[src/rtl/muldiv.sv]
// ============================================================================
// muldiv : iterative MULT/MULTU/DIV/DIVU unit with architectural HI/LO regs
// Rev 1.0
// ============================================================================
`default_nettype none

module muldiv #(
    parameter int WIDTH = 32
) (
    input  logic             clk,
    input  logic             rst,
    input  logic             start,
    input  logic [2:0]       op,
    input  logic [WIDTH-1:0] rs_data,
    input  logic [WIDTH-1:0] rt_data,
    input  logic             kill,
    output logic             busy,
    output logic             done,
    output logic [WIDTH-1:0] hi,
    output logic [WIDTH-1:0] lo
);

    localparam int CW = $clog2(WIDTH);

    typedef enum logic [1:0] {
        IDLE = 2'd0,
        MUL  = 2'd1,
        DIV  = 2'd2,
        FIX  = 2'd3
    } state_t;

    state_t             state;
    logic [CW-1:0]      cnt;
    logic [2*WIDTH-1:0] acc;
    logic [WIDTH-1:0]   opb;
    logic               neg_q;
    logic               neg_r;
    logic               is_div;

    logic               is_signed;
    logic               rs_neg;
    logic               rt_neg;
    logic               div_zero;
    logic [WIDTH-1:0]   rs_mag;
    logic [WIDTH-1:0]   rt_mag;
    logic [WIDTH:0]     mul_sum;
    logic [WIDTH:0]     rem_sh;
    logic [WIDTH:0]     diff;
    logic               q_bit;
    logic [WIDTH-1:0]   rem_next;
    logic [2*WIDTH-1:0] prod_fix;
    logic [WIDTH-1:0]   quo_fix;
    logic [WIDTH-1:0]   rem_fix;

    assign is_signed = (op == 3'd0) || (op == 3'd2);
    assign rs_neg    = is_signed & rs_data[WIDTH-1];
    assign rt_neg    = is_signed & rt_data[WIDTH-1];
    assign div_zero  = (rt_data == '0);
    assign rs_mag    = rs_neg ? -rs_data : rs_data;
    assign rt_mag    = rt_neg ? -rt_data : rt_data;

    // Shift-add: accumulate into the upper half while the multiplier drains out of the lower half
    assign mul_sum  = {1'b0, acc[2*WIDTH-1:WIDTH]} + (acc[0] ? {1'b0, opb} : '0);

    // Restoring step; diff[WIDTH] is the borrow of the trial subtract
    assign rem_sh   = acc[2*WIDTH-1:WIDTH-1];
    assign diff     = rem_sh - {1'b0, opb};
    assign q_bit    = ~diff[WIDTH];
    assign rem_next = q_bit ? diff[WIDTH-1:0] : rem_sh[WIDTH-1:0];

    assign prod_fix = neg_q ? -acc : acc;
    assign quo_fix  = neg_q ? -acc[WIDTH-1:0] : acc[WIDTH-1:0];
    assign rem_fix  = neg_r ? -acc[2*WIDTH-1:WIDTH] : acc[2*WIDTH-1:WIDTH];

    assign busy = (state != IDLE);

    always_ff @(posedge clk or negedge rst) begin
        if (!rst) begin
            state  <= IDLE;
            cnt    <= '0;
            acc    <= '0;
            opb    <= '0;
            neg_q  <= 1'b0;
            neg_r  <= 1'b0;
            is_div <= 1'b0;
            done   <= 1'b0;
            hi     <= '0;
            lo     <= '0;
        end else begin
            done <= 1'b0;
            if (state != IDLE && kill) begin
                state <= IDLE;
            end else begin
                case (state)
                    IDLE: begin
                        if (start && !kill) begin
                            case (op)
                                3'd0, 3'd1: begin
                                    state  <= MUL;
                                    cnt    <= CW'(WIDTH - 1);
                                    opb    <= rs_mag;
                                    acc    <= {{WIDTH{1'b0}}, rt_mag};
                                    neg_q  <= rs_neg ^ rt_neg;
                                    neg_r  <= 1'b0;
                                    is_div <= 1'b0;
                                end
                                3'd2, 3'd3: begin
                                    state  <= DIV;
                                    cnt    <= CW'(WIDTH - 1);
                                    opb    <= rt_mag;
                                    is_div <= 1'b1;
                                    // Zero divisor: raw dividend drains into the remainder, quotient fills with ones
                                    if (div_zero) begin
                                        acc   <= {{WIDTH{1'b0}}, rs_data};
                                        neg_q <= 1'b0;
                                        neg_r <= 1'b0;
                                    end else begin
                                        acc   <= {{WIDTH{1'b0}}, rs_mag};
                                        neg_q <= rs_neg ^ rt_neg;
                                        neg_r <= rs_neg;
                                    end
                                end
                                3'd4:    hi <= rs_data;
                                3'd5:    lo <= rs_data;
                                default: ;
                            endcase
                        end
                    end
                    MUL: begin
                        acc <= {mul_sum, acc[WIDTH-1:1]};
                        if (cnt == '0) state <= FIX;
                        else           cnt   <= cnt - CW'(1);
                    end
                    DIV: begin
                        acc <= {rem_next, acc[WIDTH-2:0], q_bit};
                        if (cnt == '0) state <= FIX;
                        else           cnt   <= cnt - CW'(1);
                    end
                    FIX: begin
                        if (is_div) begin
                            hi <= rem_fix;
                            lo <= quo_fix;
                        end else begin
                            hi <= prod_fix[2*WIDTH-1:WIDTH];
                            lo <= prod_fix[WIDTH-1:0];
                        end
                        done  <= 1'b1;
                        state <= IDLE;
                    end
                    default: state <= IDLE;
                endcase
            end
        end
    end

endmodule

`default_nettype wire

[config.mk]
export PLATFORM = sky130hd
export DESIGN_NAME = muldiv
export DESIGN_NICKNAME = d
export VERILOG_FILES = /design/src/rtl/muldiv.sv
export SDC_FILE = /design/constraint.sdc
export NUM_CORES = 1
export LEC_CHECK = 0
export CORE_UTILIZATION = 45
export CTS_BUF_LIST = sky130_fd_sc_hd__clkbuf_8
export CTS_CLUSTER_DIAMETER = 40
export DETAILED_ROUTE_END_ITERATION = 10
export PLACE_DENSITY = 0.76
export SYNTH_ARGS = -nofsm -noshare
export SYNTH_HDL_FRONTEND = slang
export SYNTH_SLANG_ARGS = --single-unit
[constraint.sdc]
create_clock -name clk -period 3.9 [get_ports clk]
set_input_delay 0.78 -clock clk [delete_from_list [all_inputs] [get_ports clk]]
set_output_delay 0.78 -clock clk [all_outputs]
set_load 0.02 [all_outputs]
# Word level (Yosys, flattened, before mapping)
# Index checks and enable logic that the tools add are counted.
# W data, S select, Z words.
[classes] n_addsub=8 eq_ne=17 n_mux=36 bitwise=5 reduce_logical=23
[ops] op="$mux W32" count=13
[ops] op="$pmux W32 S2" count=3
[ops] op="$pmux W64 S3" count=1
[ops] op="$mux W64" count=2
[ops] op="$neg A32 Y32" count=4
[ops] op="$pmux W64 S2" count=1
[ops] op="$neg A64 Y64" count=1
[ops] op="$add A32 B32 Y33" count=1
[ops] op="$sub A33 B32 Y33" count=1
[ops] op="$logic_not A32 Y1" count=1
[ops] op="$reduce_and A4 Y1" count=4
[ops] op="$mux W5" count=3
[ops] op="$pmux W5 S2" count=1
[ops] op="$reduce_bool A2 Y1" count=4
[ops] op="$eq A3 B2 Y1 const B" count=2
[ops] op="$eq A3 B3 Y1 const B" count=2
[ops] op="$mux W2" count=3
[ops] op="$ne A2 B2 Y1 const B" count=3
[ops] op="$ne A3 B1 Y1 const B" count=2
[ops] op="$pmux W1 S2" count=3
[ops] op="$pmux W2 S3" count=1
[ops] op="$reduce_or A2 Y1" count=3
[ops] op="$logic_not A5 Y1" count=1
[ops] op="$reduce_and A5 Y1" count=1
[ops] op="20 further kinds" count=28
[word_totals] reg_bits=171 input_bits=71 output_inout_bits=66 wordCells=99

# Longest topological paths before layout
# Gate-level depths: netlist of the first run.
[logic_depth] word_depth=8 ltp_mapped=14 ltp_nobuf=13

# Worst setup path after synthesis of the first run
# OpenSTA, ideal clock, no wires.
[synth_timing] path_type="register to register" from="reg acc[31]" to="reg acc[41]" setup_ns=0.131 t_arrival_ns=3.116 required_ns=3.769 setup_slack_ns=0.654 stages_incl_launch_ff=13 path_buffers=0 synth_period_minus_slack_ns=3.246 cell_sequence="dfrtp_1 -> inv_1 -> ha_1 -> fa_1 -> nand2b_1 -> a21oi_1 -> o21ai_1 -> o2111a_1 -> o31ai_2 -> xor2_2 -> mux2_2 -> a221oi_1 -> a21oi_1"
[synth_via] elab_chain_len=3
[synth_rtl] item="start, declared" line_no="34" source="logic [2*WIDTH-1:0] acc;"
[synth_rtl] item="start signal, assigned" line_no="102" source="acc <= {{WIDTH{1'b0}}, rt_mag};"
[synth_rtl] item="start signal, assigned" line_no="114" source="acc <= {{WIDTH{1'b0}}, rs_data};"
[synth_rtl] item="start signal, assigned" line_no="118" source="acc <= {{WIDTH{1'b0}}, rs_mag};"
[synth_rtl] item="$sub A33 B32 Y33" line_no="67" source="assign diff = rem_sh - {1'b0, opb};"
[synth_rtl] item="$mux W32" line_no="69" source="assign rem_next = q_bit ? diff[WIDTH-1:0] : rem_sh[WIDTH-1:0];"
[synth_rtl] item="$pmux W64 S3" line_no="94" source="case (state)"
# Every way passes these cells.
# A chain may end at the register's enable or synchronous reset.

# Worst setup path in the final report of the first run
[layout_timing] from="reg acc[32]" to="reg acc[44]"
[layout_via] elab_chain_len=3
[layout_rtl] item="$sub A33 B32 Y33" line_no="67"
[layout_rtl] item="$mux W32" line_no="69"
[layout_rtl] item="$pmux W64 S3 (*)" line_no="94"
# Mark *: on every way between the ends. The rest lies on a longest branch, timed or not.

==> qor.csv, run 1 <==
stage,metric,value,unit
timing,max_slew_margin_vs_limit,0.3309,
yosys,ys.warnings.count,0,
timing,final_hold_viol_count,0,
routing,detail_route.wirelength,62400,µm
routing,detail_route.wl_per_cell,23.95,µm
setup_path,endpoint_kind,register,
clock_network,post_cts_hold_buffer_count,0,
final_layout,syn2layout_area_growth,19.88,%
setup_path,critical_path.max_stage_delay,0.53,ns
timing,min_period_over_period,0.9491,
setup_path,cp_slowest_cell,dfrtp_1,
yosys,synth_flop_cell,dfrtp_1,
yosys,ys_ff_latch,171,
global_route,grt_pass1_vias,15400,
yosys,syn_nets,2112,
placement,hpwl,49690,µm
floorplanning,die_span_x,187.1,µm
routing,first_pass_iters,7,
global_route,global_route_wire_length_before_repair,94490,µm
final_layout,post_route_cells_drive_above_1_share,0.1089,
timing,max_freq,270.2,MHz
setup_path,crit_path_max_fanout,13,
floorplanning,num_rows,67,
yosys,synth_edf_count,0,
global_route,global_route.overflow_total,0,
placement,dpl_worst_slack,-0.0008749,ns
run_status,outcome,finished clean,
clock_network,tritoncts,done,
yosys,netlist_top_cells_area,"dfrtp_1 28%, xnor2_1 6.3%, ha_1 6.0%, nand2_1 5.9%, o21ai_0 5.8%",
timing,post-route-worst-setup-slack,0.1984,ns
timing,final-max-slew-violation-count,0,
clock_network,cts.reportedPaths.clkPinSlew,0.12,ns
final_layout,layout_net_count,2291,
yosys,share_of_the_yosys_chip_area_belonging_to_registers,0.2776,
floorplanning,dieArea,34990,µm²
setup_path,cp-start-kind,register,
timing,fin_hold_ws,0.2679,ns
global_route,number_of_antenna_violations_at_the_first_check_in_global_routing,1,
timing,final-setup-viol-count,0,
setup_path,cells_along_the_critical_path,"inv_1, fa_1, nand2b_1, a21oi_1, o21ai_1, o2111a_1, o31ai_4, xor2_4, buf_12, buf_12, mux2_2, a22oi_1, o21ai_0",
yosys,ys_types,84,
floorplanning,die_y,187.1,µm
routing,first_iter_violations,1916,
final_layout,n_antenna_cell,0,
routing,antenna_violating_nets_post_route,0,
placement,globalplace.congestion,1.077,
yosys,yosysTopAreaCellShare,0.2776,
setup_path,worstSetupPathType,reg -> reg,
clock_network,cts.sinks,171,
clock_network,cts-root-to-sink-buffers,2,
power_and_ir_drop,ir_worst_vdd,0.3590,mV
routing,vias,16380,
setup_path,required,4.29,ns
yosys,fraction_of_registers_with_async_set_or_reset_after_synthesis,1.000,
global_route,grt_max_degree,83,
placement,placed_area,18030,µm²
timing,timing.setup.tns,0,ns
floorplanning,top_level_ports,137,
timing,final.setup_skew,0.01858,ns
final_layout,finalNonFillerCells,2605,
yosys,syn-mean-instance-area,7.843,µm²
placement,numPlacedInstances,2571,
setup_path,critical_path.most_common_cell,buf_12,
job,max_cap_viol_count,0,
clock_network,cts_root_buf,clkbuf_8,
yosys,synth_area_leader,dfrtp_1,
timing,actual_slew_at_the_worst_max_slew_pin,1.004,ns
routing,post-route-drc-count,0,
yosys,synth_cells,1965,
power_and_ir_drop,cell_pwr_density,786.9,nW/µm²
min_path,min_path_type,in -> async,
global_route,grt_use_total,0.3544,
timing,period_minus_slack,3.702,ns
final_layout,layout.cells.most_common,nand2_1,
yosys,syn-cell-area,15410,µm²
clock_network,cts_buf_count,17,
clock_network,h-tree-depth,4,
timing,grt_setup_unrepaired,no,
floorplanning,start_util,0.4585,
floorplanning,core_area,33620,µm²
placement,port-buffer-count,136,
final_layout,layout_common_cells,"244 x nand2_1, 180 x o21ai_0, 171 x dfrtp_1, 149 x buf_4, 146 x nor2_1",
setup_path,cp_data_arrival_time,4.09,ns
power_and_ir_drop,cellLeakagePower,8.211,nW
final_layout,final_area,18480,µm²
clock_network,clkLatencyLatePin,0.51,ns
routing,per_cell_via_count_in_the_routed_design,6.287,
-- kinds of logic after synthesis --
kind of cell	Yosys count	share of synthesized area
compound gates	649	0.2704
simple gates	618	0.1926
buf+inv	206	0.05293
xor+xnor	203	0.1158
flops	171	0.2776
fa+ha+maj	76	0.06267
mux	42	0.02785
-- synthesized netlist by cell type, types with 9 or more instances --
cell,n
or3_1,23
a221oi_1,22
nor3_1,36
o21ai_0,180
o211ai_1,9
o221ai_1,28
inv_1,76
dfrtp_1,171
nand3_1,36
nor4_1,13
a31oi_1,21
a22oi_1,58
mux2i_1,35
a21oi_1,133
o21a_1,11
o21bai_1,13
nor2b_1,24
nor2_1,146
ha_1,74
and3_1,12
o41ai_1,9
a21o_1,39
xnor2_1,111
nand2_1,244
xor2_1,91
nand2b_1,22
or2_2,10
o21ai_1,24
a211oi_1,21
clkbuf_1,112
o31ai_1,25
-- layout make-up --
type                       count  area [µm²]
inverter                      76       285.3
clock buffer                  17       234.0
clock inverter                15       173.9
timing repair buffer         290        2581
tap                          448       560.5
fill                        3171       15140
sequential                   171        4279
multi-input combinational   1588       10360
-- power breakdown --
group	internal [mW]	total (mW)	switching [mW]	leakage, nW
logic	3.91	9.77	5.86	5.85
clock network	0.541	1.38	0.843	0.197
registers	2.50	3.39	0.881	2.17
-- what timing repair did --
| action | 4_1_cts | 5_1_grt |
|---|---|---|
| buffers inserted | 2 | 0 |
| setup endpoints to repair | 2 | 3 |
| gates resized for setup | 0 | 1 |
| cloned | 0 | 0 |
-- sequential cells by signal (all words and copies together), names as in the netlist --
signal,cells
is_div,1
lo,32
neg_r,1
state,2
done,1
acc,64
hi,32
cnt,5
opb,32
neg_q,1
-- per-stage QoR --
step,utilization,power [mW]
6_report,0.5496,14.54
5_1_grt,0.5496,15.46
4_1_cts,0.5494,14.29
3_5_place_dp,0.5364,12.86
3_3_place_gp,0.5364,12.72
2_1_floorplan,-,9.482
-- layer usage --
metal  track usage  up-vias  wire length [µm]
met5             0        -                 0
met4        0.1438        0              2729
met3       0.08218      144              7228
met2        0.5034      981             25400
met1        0.5127     7819             27040
li1              -     7434                 -
-- path summary, 6_finish.rpt --
kind                       slack (ns)     from       to  cells past startpoint
max                              0.20  acc[32]  acc[44]                     13
min reg2reg                      0.49    hi[1]    hi[1]                      1
max reg2reg                      0.20  acc[32]  acc[44]                     13
min in group clk                 0.49    hi[1]    hi[1]                      1
min                              0.27      rst   lo[17]                      1
max in group asynchronous        2.90      rst  acc[44]                      2
-- worst max-delay path: cells and delay by family, from the launching register on --
family,cells,cell delay (ns)
AOI/OAI and AO/OA,6,1.38
xor gates and xnor gates,1,0.19
adders and majority gates,1,0.48
buffers and inverters,3,0.45
DFF,1,0.53
muxes,1,0.34
and+or+nand+nor,1,0.19
No activity file was read; power rests on OpenSTA's default activity.
==> inputs of run 2 (changes only) <==
--- a/config.mk
+++ b/config.mk
@@ -5,11 +5,11 @@
 export SDC_FILE = /design/constraint.sdc
 export NUM_CORES = 1
 export LEC_CHECK = 0
-export CORE_UTILIZATION = 45
+export CORE_UTILIZATION = 25
 export CTS_BUF_LIST = sky130_fd_sc_hd__clkbuf_8
 export CTS_CLUSTER_DIAMETER = 40
 export DETAILED_ROUTE_END_ITERATION = 10
-export PLACE_DENSITY = 0.76
+export PLACE_DENSITY = 0.52
 export SYNTH_ARGS = -nofsm -noshare
 export SYNTH_HDL_FRONTEND = slang
 export SYNTH_SLANG_ARGS = --single-unit
==> qor.csv, run 2 (same netlist as run 1, synthesis figures left out) <==
stage,metric,value,unit,change
final_layout,layout_common_cells,"244 x nand2_1, 179 x o21ai_0, 170 x dfrtp_1, 146 x nor2_1, 135 x clkdlybuf4s50_1",,
setup_path,crit_path_max_fanout,20,,+7
global_route,grt_pass1_vias,15310,,-0.60%
routing,per_cell_via_count_in_the_routed_design,5.486,,-13%
routing,first_iter_violations,1669,,-13%
floorplanning,die_y,250.3,µm,+34%
timing,final.setup_skew,0.02072,ns,+0.002141 ns
clock_network,clkLatencyLatePin,0.54,ns,+0.03 ns
clock_network,cts.reportedPaths.clkPinSlew,0.11,ns,about the same
final_layout,ff_latch_area,4280,µm²,about the same
floorplanning,top_level_ports,137,,unchanged
clock_network,h-tree-depth,4,,unchanged
timing,fin_hold_ws,0.2781,ns,+0.01016 ns
global_route,number_of_antenna_violations_at_the_first_check_in_global_routing,3,,+2
floorplanning,start_util,0.2544,,-0.2041
clock_network,post_cts_hold_buffer_count,0,,unchanged
routing,detail_route.wl_per_cell,23.64,µm,-1.3%
timing,timing.setup.tns,0,ns,unchanged
floorplanning,core_area,60580,µm²,+80%
final_layout,post_route_cells_drive_above_1_share,0.1007,,-0.008245
final_layout,final_core_utilization,0.3091,,-0.2405
run_status,outcome,finished clean,,
setup_path,endpoint_kind,register,,
floorplanning,num_rows,90,,+34%
timing,min_period_over_period,0.9492,,about the same
power_and_ir_drop,cellLeakagePower,8.105,nW,-1.3%
timing,max_freq,270.1,MHz,about the same
job,max_cap_viol_count,0,,unchanged
setup_path,worstSetupPathType,reg -> reg,,
clock_network,ctsResizeCount,0,,unchanged
power_and_ir_drop,cell_pwr_density,768.7,nW/µm²,-2.3%
setup_path,cp_num_buf_inv,4,,+1
timing,period_minus_slack,3.702,ns,+0.0002720 ns
placement,globalplace.congestion,0.9722,,-9.8%
final_layout,largest_register_ff_count,64,,unchanged
routing,antenna_violating_nets_post_route,0,,unchanged
final_layout,largest_register_by_flop_count,acc,,
setup_path,required,4.31,ns,+0.02 ns
setup_path,critPathLaunch,acc[0],,
clock_network,cts_buf_count,17,,unchanged
timing,final-max-slew-violation-count,0,,unchanged
routing,detail_route.wirelength,68970,µm,+11%
final_layout,syn2layout_area_growth,21.51,%,
clock_network,cts.sinks,171,,unchanged
clock_network,tritoncts,done,,
timing,final_hold_viol_count,0,,unchanged
min_path,min_path_type,in -> async,,
routing,vias,16010,,-2.3%
setup_path,worst_r2r_startpoint,acc[0],,
timing,max_slew_margin_vs_limit,0.4210,,+0.09017
setup_path,crit-reg2reg-capture,acc[60],,
setup_path,critical_path.max_stage_delay,0.49,ns,-0.04 ns
setup_path,cells_along_the_critical_path,"inv_1, buf_12, nor2_1, ha_1, a21oi_1, nand2_1, o41ai_1, buf_4, o21a_1, a311oi_1, buf_4, o21ai_0, mux2i_1, o2111ai_1, o21bai_1",,
timing,grt_setup_unrepaired,no,,
global_route,grt_use_total,0.2163,,-0.1381
final_layout,layout_net_count,2269,,-0.96%
final_layout,layout.cells.most_common,nand2_1,,
placement,port-buffer-count,136,,unchanged
global_route,global_route_wire_length_before_repair,101700,µm,+7.6%
setup_path,critical_path.top_delay_family,compound AO/OA/AOI/OAI gates,,
timing,final-setup-viol-count,0,,unchanged
setup_path,reg2reg_slack,0.20,ns,about the same
setup_path,cp_data_arrival_time,4.12,ns,+0.03 ns
clock_network,cts-root-to-sink-buffers,2,,unchanged
power_and_ir_drop,ir_worst_vdd,0.3676,mV,+2.4%
setup_path,worst_reg_to_reg_path_cell_count,15,,+2
final_layout,multi_input_comb_area,10380,µm²,+0.12%
floorplanning,die_span_x,250.3,µm,+34%
routing,first_pass_iters,6,,-1
global_route,grt_max_degree,73,,-12%
floorplanning,dieArea,62650,µm²,+79%
setup_path,critical_path.most_common_cell,buf_4,,
timing,actual_slew_at_the_worst_max_slew_pin,0.8684,ns,-0.1353 ns
setup_path,cp_slowest_cell,dfrtp_1,,
global_route,global_route.overflow_total,0,,unchanged
final_layout,n_fill_cell,6474,,+100%
clock_network,post_cts_buffers,0,,-2
placement,hpwl,55050,µm,+11%
clock_network,cts_root_buf,clkbuf_8,,
routing,post-route-drc-count,0,,unchanged
setup_path,cp-start-kind,register,,
## run 2: changes by cell type in the layout (fill, tap and decap cells not counted), moves of 2 or more
| cell | before | now |
|---|---|---|
| clkbuf_8 | 17 | 20 |
| clkinv_8 | 2 | 0 |
| clkinv_2 | 0 | 3 |
| inv_6 | 4 | 2 |
| buf_4 | 149 | 127 |
| inv_8 | 4 | 1 |
## run 2: worst max-delay path by stage
stage / to / slack [ns] / cells past startpoint
detailed placement: acc[35] / 0.19 / 13
finish: acc[60] / 0.20 / 15
floorplan: acc[41] / 0.65 / 12
CTS: acc[35] / 0.13 / 13
global route: acc[35] / 0.02 / 13
global placement: acc[19] / 0.19 / 10
## run 2: area by class of cell
cell class | count | share of cell area
repair buffers | 268 | 0.1290
well taps | 782 | 0.05225
clock buffers | 20 | 0.01470
clock inverters | 12 | 0.006080
multi-input cells | 1588 | 0.5540
diodes | 1 | 0.0001336
inverters | 76 | 0.01523
flip-flops and latches | 171 | 0.2286
## run 2: per-layer routing
metal  vias to the layer above  GRT usage  part of all wire
met1                      7873     0.3097              0.47
met4                         6    0.08011             0.032
li1                       7396          -                 -
met3                        82    0.03720             0.071
met2                       651     0.3223              0.43
met5                         -          0           0.00052
## run 2: power by group
part | internal [mW] | leakage (nW) | switching, mW
clock network | 0.561 | 0.193 | 0.773
registers | 2.51 | 2.17 | 0.941
logic | 3.82 | 5.75 | 5.80
## run 2: through the flow
stage	std cells	total power [mW]	setup WS (ns)	area, µm²
after global routing	2917	15.42	0.01763	18720
after global placement	2885	12.85	0.1926	18320
after detailed placement	2885	12.93	0.1876	18320
after floorplan	1965	9.482	0.6535	15410
after CTS	2917	14.30	0.1265	18710
final	2918	14.40	0.1981	18730
==> inputs of run 3 (changes only) <==
--- a/config.mk
+++ b/config.mk
@@ -5,6 +5,7 @@
 export SDC_FILE = /design/constraint.sdc
 export NUM_CORES = 1
 export LEC_CHECK = 0
+export CORE_ASPECT_RATIO = 0.75
 export CORE_UTILIZATION = 25
 export CTS_BUF_LIST = sky130_fd_sc_hd__clkbuf_8
 export CTS_CLUSTER_DIAMETER = 40
==> qor.csv, run 3 (same netlist as run 1, synthesis figures left out) <==
stage,metric,value,unit,change
run_status,outcome,finished clean,,
timing,max_slew_margin_vs_limit,0.1380,,-0.2831
routing,per_cell_via_count_in_the_routed_design,5.505,,+0.35%
power_and_ir_drop,ir_worst_vdd,0.3644,mV,-0.86%
timing,post-route-worst-setup-slack,0.08944,ns,-0.1087 ns
final_layout,layout_net_count,2303,,+1.5%
setup_path,cp-start-kind,register,,
final_layout,largest_register_ff_count,64,,unchanged
job,max_cap_viol_count,0,,unchanged
final_layout,final_core_utilization,0.3135,,+0.004356
floorplanning,core_area,60700,µm²,+0.20%
routing,first_iter_violations,2163,,+30%
timing,final-setup-viol-count,0,,unchanged
placement,numPlacedInstances,2937,,+1.8%
power_and_ir_drop,cellLeakagePower,8.271,nW,+2.1%
clock_network,h-tree-depth,4,,unchanged
placement,hpwl,58870,µm,+6.9%
clock_network,clkLatencyLatePin,0.53,ns,about the same
timing,period_minus_slack,3.811,ns,+0.1087 ns
clock_network,cts-root-to-sink-buffers,2,,unchanged
routing,detail_route.wl_per_cell,24.29,µm,+2.8%
floorplanning,num_rows,78,,-13%
routing,first_pass_iters,6,,unchanged
floorplanning,dieArea,62660,µm²,about the same
setup_path,critPathLaunch,acc[31],,
global_route,grt_pass1_vias,15400,,+0.58%
clock_network,cts.reportedPaths.clkPinSlew,0.12,ns,about the same
timing,timing.setup.tns,0,ns,unchanged
clock_network,cts_root_buf,clkbuf_8,,
timing,final.setup_skew,0.02745,ns,+0.006729 ns
placement,port-buffer-count,136,,unchanged
final_layout,layout.cells.most_common,nand2_1,,
floorplanning,die_y,217.0,µm,-13%
final_layout,layout_common_cells,"244 x nand2_1, 180 x o21ai_0, 171 x dfrtp_1, 161 x buf_4, 146 x nor2_1",,
global_route,global_route_wire_length_before_repair,105800,µm,+4.1%
setup_path,worstSetupPathType,reg -> reg,,
routing,antenna_violating_nets_post_route,0,,unchanged
clock_network,tritoncts,done,,
final_layout,syn2layout_area_growth,23.46,%,
setup_path,crit_path_max_fanout,13,,-35%
routing,detail_route.wirelength,72190,µm,+4.7%
power_and_ir_drop,cell_pwr_density,788.7,nW/µm²,+2.6%
timing,max_freq,262.4,MHz,-2.9%
setup_path,cp_data_arrival_time,4.22,ns,+0.10 ns
min_path,min_path_type,in -> async,,
timing,actual_slew_at_the_worst_max_slew_pin,1.281,ns,+0.4128 ns
placement,globalplace.congestion,0.9830,,+1.1%
timing,final-max-slew-violation-count,0,,unchanged
setup_path,worst_r2r_startpoint,acc[31],,
floorplanning,start_util,0.2539,,-0.0005034
global_route,grt_use_total,0.2299,,+0.01354
routing,vias,16360,,+2.2%
global_route,global_route.overflow_total,0,,unchanged
final_layout,largest_register_by_flop_count,acc,,
clock_network,cts.sinks,171,,unchanged
clock_network,cts_buf_count,17,,unchanged
setup_path,required,4.31,ns,about the same
floorplanning,top_level_ports,137,,unchanged
final_layout,post_route_cells_drive_above_1_share,0.1157,,+0.01502
final_layout,finalNonFillerCells,2972,,+1.9%
final_layout,n_fill_cell,6476,,+0.031%
placement,dpl_worst_slack,0.01437,ns,-0.1732 ns
routing,post-route-drc-count,0,,unchanged
global_route,grt_max_degree,74,,+1.4%
setup_path,endpoint_kind,register,,
global_route,number_of_antenna_violations_at_the_first_check_in_global_routing,2,,-1
timing,final_hold_viol_count,0,,unchanged
timing,min_period_over_period,0.9771,,+0.02787
floorplanning,die_span_x,288.7,µm,+15%
==> run 3: cell types whose count changed in the layout (fill, tap and decap cells not counted), sizes merged <==
cell / before / now
inv: 79 / 83
clkinvlp: 3 / 2
clkbuf: 20 / 17
diode: 1 / 3
buf: 133 / 167
==> run 3: layout make-up <==
| type | count | area [µm²] | area share |
|---|---|---|---|
| clock inverter | 15 | 177.7 | 0.009337 |
| clock buffer | 17 | 234.0 | 0.01230 |
| timing repair buffer | 302 | 2671 | 0.1404 |
| multi-input combinational | 1588 | 10370 | 0.5451 |
| tap | 800 | 1001 | 0.05260 |
| inverter | 76 | 285.3 | 0.01499 |
| sequential | 171 | 4279 | 0.2249 |
| antenna | 3 | 7.507 | 0.0003945 |
==> run 3: through the flow <==
stage / instance area (µm²) / hold slack [ns] / power, mW
floorplan: 15410 / 0.4559 / 9.482
global placement: 18590 / 0.4644 / 13.26
detailed placement: 18590 / 0.4671 / 13.32
CTS: 19010 / 0.3334 / 14.75
global route: 19020 / 0.3266 / 16.01
finish: 19030 / 0.2938 / 15.01
==> run 3: final timing paths <==
kind,end,slack [ns],cells after the start
setup / recovery,acc[36],0.09,15
hold / removal,hi[24],0.29,1
setup reg to reg,acc[36],0.09,15
hold reg to reg,lo[22],0.49,1
max in group asynchronous,acc[14],2.62,2
min in group clk,lo[22],0.49,1
==> run 3: worst max-delay path, stage by stage (launching register included) <==
cell	delay, ns
dfrtp_1	0.40
inv_2	0.12
ha_1	0.25
fa_1	0.40
nand2b_1	0.20
a21oi_2	0.21
buf_4	0.15
o21ai_1	0.14
o2111a_2	0.35
o31ai_4	0.20
buf_4	0.17
xor2_4	0.19
buf_12	0.17
mux2_2	0.33
a22oi_1	0.26
o21ai_0	0.11
==> run 3: what timing repair did <==
action | in CTS | in global routing
setup endpoints to repair | 3 | 13
buffers inserted | 0 | 0
hold buffers | 0 | 0
gates cloned | 0 | 0
pin swaps | 0 | 1
gates resized for setup | 1 | 4
==> run 3: metal layers <==
metal / wire, µm / track usage / up-vias
li1: - / - / 7479
met1: 35740 / 0.3663 / 7938
met2: 26670 / 0.2951 / 883
met3: 8849 / 0.07013 / 61
met4: 933 / 0.03719 / 0
met5: 0 / 0 / -
==> run 3: power by group <==
part / switching (mW) / leakage (nW) / internal (mW)
clock: 0.854 / 0.202 / 0.542
sequential: 0.875 / 2.17 / 2.50
combinational: 6.28 / 5.90 / 3.96
